[src/rtl/sub_32bit_seq.sv]
// Multi-cycle 32-bit subtractor: a - b computed as a + ~b + 1, CHUNK bits per clock,
// with a registered carry between chunks and a start/busy/done handshake.
module sub_32bit_seq #(
    parameter int CHUNK = 8
) (
    input  logic        clk,
    input  logic        rst,
    input  logic        start,
    input  logic [31:0] a,
    input  logic [31:0] b,
    output logic        busy,
    output logic        done,
    output logic [31:0] diff,
    output logic        borrow,
    output logic        overflow,
    output logic        zero
);

    // state | meaning
    // IDLE  | waiting for start; result outputs hold the last operation
    // RUN   | one CHUNK-wide slice of the difference per clock, LSB slice first
    // DONE  | done pulse cycle; start ignored

    localparam int N  = 32 / CHUNK;
    localparam int CW = (N > 1) ? $clog2(N) : 1;
    localparam logic [CW-1:0] LAST   = CW'(N - 1);
    localparam logic [31:0]   MASK32 = 32'((64'd1 << CHUNK) - 64'd1);

    typedef enum logic [1:0] {
        IDLE = 2'd0,
        RUN  = 2'd1,
        DONE = 2'd2
    } state_t;

    state_t          state;
    logic [31:0]     op_a;
    logic [31:0]     op_b;
    logic            carry;
    logic [CW-1:0]   cnt;

    int              sh;
    logic [31:0]     a_shr;
    logic [31:0]     b_shr;
    logic [CHUNK:0]  sum;
    logic [31:0]     diff_nxt;

    // Slice selection by shifting keeps every select constant-ranged for any CHUNK.
    always_comb begin
        sh       = int'(cnt) * CHUNK;
        a_shr    = op_a >> sh;
        b_shr    = op_b >> sh;
        sum      = {1'b0, a_shr[CHUNK-1:0]} + {1'b0, b_shr[CHUNK-1:0]}
                 + (CHUNK+1)'(carry);
        diff_nxt = (diff & ~(MASK32 << sh)) | (32'(sum[CHUNK-1:0]) << sh);
    end

    always_ff @(posedge clk) begin
        if (rst) begin
            state    <= IDLE;
            busy     <= 1'b0;
            done     <= 1'b0;
            diff     <= '0;
            borrow   <= 1'b0;
            overflow <= 1'b0;
            zero     <= 1'b0;
            carry    <= 1'b0;
            cnt      <= '0;
            op_a     <= '0;
            op_b     <= '0;
        end else begin
            done <= 1'b0;
            case (state)
                IDLE: begin
                    if (start) begin
                        op_a  <= a;
                        op_b  <= ~b;
                        carry <= 1'b1;
                        cnt   <= '0;
                        busy  <= 1'b1;
                        state <= RUN;
                    end
                end
                RUN: begin
                    diff  <= diff_nxt;
                    carry <= sum[CHUNK];
                    cnt   <= cnt + 1'b1;
                    if (cnt == LAST) begin
                        state    <= DONE;
                        done     <= 1'b1;
                        borrow   <= ~sum[CHUNK];
                        // op_b holds ~b, so equal sign bits here mean a and b differ in sign
                        overflow <= (op_a[31] == op_b[31]) && (diff_nxt[31] != op_a[31]);
                        zero     <= (diff_nxt == 32'd0);
                    end
                end
                DONE: begin
                    busy  <= 1'b0;
                    state <= IDLE;
                end
                default: begin
                    busy  <= 1'b0;
                    state <= IDLE;
                end
            endcase
        end
    end

endmodule

[config.mk]
export PLATFORM = sky130hd
export DESIGN_NAME = sub_32bit_seq
export DESIGN_NICKNAME = d
export VERILOG_FILES = /design/src/rtl/sub_32bit_seq.sv
export SDC_FILE = /design/constraint.sdc
export NUM_CORES = 1
export LEC_CHECK = 0
export ABC_AREA = 1
export ABC_CLOCK_PERIOD_IN_PS = 5200
export CAP_MARGIN = 20
export CORE_MARGIN = 2
export CORE_UTILIZATION = 45
export CTS_BUF_LIST = sky130_fd_sc_hd__clkbuf_16
export CTS_CLUSTER_SIZE = 30
export DETAILED_ROUTE_END_ITERATION = 12
export GPL_TIMING_DRIVEN = 0
export PLACE_DENSITY_LB_ADDON = 0.15
export SLEW_MARGIN = 20
export SYNTH_ARGS = -nofsm -noshare
export SYNTH_HDL_FRONTEND = slang
export SYNTH_SLANG_ARGS = --single-unit
[constraint.sdc]
create_clock -name clk -period 5.2 [get_ports clk]
set_clock_uncertainty 0.2 [all_clocks]
set_input_delay 1.56 -clock clk [delete_from_list [all_inputs] [get_ports clk]]
set_output_delay 1.56 -clock clk [all_outputs]
set_load 0.05 [all_outputs]
==> qor.yml <==
floorplanning:
  ioPinCount: 104
  die-area_mm2: 0.0122
  initial_core_util_pct: 46.6
  core_area_mm2: 0.0109
  rows: 38
  die_y_um: 110
  die_w_um: 110
route:
  drc: 0
  dr.pass1.iters: 5
  vias: 5453
  drtIter0Drc: 455
  post_drt_wl_per_cell_um: 15.2
  finalWirelength_um: 15100
  vias_per_cell: 5.46
  ant_nets: 0
timing:
  rsz0062_at_grt: "no"
  hold_violations: 0
  worst_slew_pin_slew_ns: 0.835
  setup_tns_ns: 0
  setup_viol: 0
  slew_violations: 0
  relSlewSlack_pct: 44.1
  setup_ws_ns: 1.06
  fmax_ghz: 0.241
  post-route-min-period_ns: 4.14
  fin_crit_sh_pct: 79.7
setup_path:
  endpoint_kind: "flop"
  arrival_ns: 4.22
  r2r-start: "cnt[0]"
  worstReg2RegEnd: "zero"
  crit_fanout: 10
  critPathLaunchType: "flop"
  reg2reg_depth: 20
  crit_type: "reg -> reg"
  reg2reg_slack_ns: 1.06
  crit_required_ns: 5.28
yosys:
  yosys-mux-area-fraction_pct: 0
  synth_xor_xnor_area_share_pct: 0
  synthDistinctLibCells: 32
  avgSynthCellArea_um2: 6.89
  synth_simple_gate_area_share_pct: 23.9
  ys.flop_type: "dfxtp_1"
  synth_cells: 739
  ys_warn_count: 0
  synth.yosys.seq_area_share_pct: 41.7
  synth_compound_gate_area_share_pct: 21.9
  synthAdderAreaFrac_pct: 3.49
  ys_ff_latch: 106
  netlist_area_mm2: 0.00509
  synth_top_family_by_area: "simple AND/OR/NAND/NOR gates"
  synth_edf_count: 0
  syn_nets: 819
  synthArstFlopShare_pct: 0
power:
  total_power_mw: 2.24
  cellLeakagePower_nw: 2.88
  p_per_area_mw_per_mm2: 340
  ir_drop_v: 0.000208
global_routing:
  gr-total-overflow: 0
  grt_pass1_wl_um: 24100
  antenna_found_initial: 0
  track_usage_pct: 25.6
  grt_pass1_vias: 5056
  grt_max_degree: 21
min_path:
  min_path_cells: 2
  min-delay-path-class: "reg -> reg"
  hold_end: "diff[25]"
  worstHoldStart: "diff[25]"
run_status:
  status: "complete, no violations"
clock_network:
  holdBufCountCts: 0
  clockBufferDepth: 2
  cts_buffers: 9
  clock_sinks: 106
  cts_tree: "done"
  clk_pin_slew_worst_paths_ns: 0.08
  h-tree-depth: 3
  clk_latency_ns: 0.34
  postCtsSetupBuffers: 0
  cts_resized: 0
  root_buffer: "clkbuf_16"
cells_and_area:
  nets: 933
  syn_to_final_growth_pct: 29.5
  drive_above_1_share_pct: 5.83
  multi_input_area_mm2: 0.00251
  diodes: 0
  nFillCells: 1045
  register_area_mm2: 0.00212
place:
  hpwl_um: 11500
  gp_congestion: 0.902
  port_buffers: 103
  dp_slack_ns: 1.26
flow_run:
  cap_violations: 0
## cell families (layout without fill, tap and decap cells)
kind of cell | Yosys count | in the layout
AOI/OAI and AO/OA | 211 | 211
adders and majority gates | 13 | 13
buffers and inverters | 117 | 236
DFF | 106 | 106
and+or+nand+nor | 292 | 292
## registers in the layout, indices dropped and copies added (netlist names), 2 cells and up
signal  flops
cnt         2
diff       32
op_a       32
op_b       32
state       2
## routing by layer
metal  vias up  global-route usage, %  share of wire [%]
met5         -                      0                  0
met3        42                   3.59                6.6
met4         0                   11.4                3.4
li1       2648                      -                  -
met1      2496                   32.7                 44
met2       267                   42.8                 46
## stage by stage
| step | hold slack [ns] | instances | utilization [%] | area (um^2) |
|---|---|---|---|---|
| floorplan | 0.224 | 739 | - | 5090 |
| global placement | 0.241 | 982 | 57.6 | 6300 |
| detailed placement | 0.248 | 982 | 57.6 | 6300 |
| CTS | 0.262 | 998 | 60.3 | 6600 |
| global route | 0.285 | 998 | 60.3 | 6600 |
| finish | 0.263 | 998 | 60.3 | 6600 |
## cell usage in the layout, fill, tap and decap left out, types with 3 or more instances in the layout
cell type          n
o21ai_1            4
nor2_1           152
inv_6              3
inv_1             68
nand2_2            4
a21oi_1           60
nand2_1           89
nand4_1            9
clkbuf_16          9
o22ai_1           16
dfxtp_1          106
nand3_2            5
clkdlybuf4s50_1  103
ha_1              11
buf_2             14
o21ai_0          121
nand3_1           27
clkbuf_1          29
## cells in the mapped netlist (2+ instances only)
cell type / count / share of area (%)
o211ai_1: 2 / 0.29
a21oi_2: 2 / 0.34
ha_1: 11 / 2.7
nand3_1: 27 / 2.7
a21oi_1: 60 / 5.9
dfxtp_1: 106 / 42
nand2_1: 89 / 6.6
buf_2: 14 / 1.4
nand4_1: 9 / 1.1
o21ai_0: 121 / 12
a32oi_1: 2 / 0.34
buf_1: 2 / 0.15
nand3_2: 5 / 0.98
clkbuf_1: 29 / 2.1
nand2_2: 4 / 0.49
or2_2: 2 / 0.25
o22ai_1: 16 / 2.0
buf_4: 2 / 0.29
inv_1: 68 / 5.0
fa_1: 2 / 0.79
nor2_1: 152 / 11
o21ai_1: 4 / 0.39
## how the worst max path moves through the flow
stage	start	endpoint	slack, ns
2_1_floorplan	cnt[0]	zero	2.01
3_3_place_gp	start	op_a[25]	1.29
3_5_place_dp	cnt[0]	zero	1.26
4_1_cts	cnt[0]	zero	1.21
5_1_grt	cnt[0]	zero	0.82
6_report	cnt[0]	zero	1.06
## worst max-delay path, stage by stage, from the launching register on
cell and delay, ns:
dfxtp_1 0.42, buf_2 0.26, buf_2 0.30, clkbuf_1 0.39, o21ai_0 0.19, o22ai_1 0.28
fa_1 0.26, inv_1 0.06, fa_1 0.53, inv_1 0.07, nand3_1 0.11, nand2_1 0.06
nor2_1 0.09, nand2_1 0.06, nor2_1 0.12, nand3_1 0.10, nor2_1 0.11, nand3_1 0.07
nor2_1 0.12, nand2_1 0.12, a21oi_2 0.13
## cell type report
class,count,area share (%)
buffer,47,3.05
clock buffer,9,3.41
clock inverter,7,1.08
inverter,70,3.98
multi-input combinational,516,38.0
sequential,106,32.2
tap,140,2.66
timing repair buffer,103,15.6
## power by group
part           internal (mW)  total, mW  switching [mW]
clock network          0.340      0.674           0.335
registers              0.877      0.919          0.0424
logic                  0.233      0.646           0.413
Power figures use the tool's default switching activity.
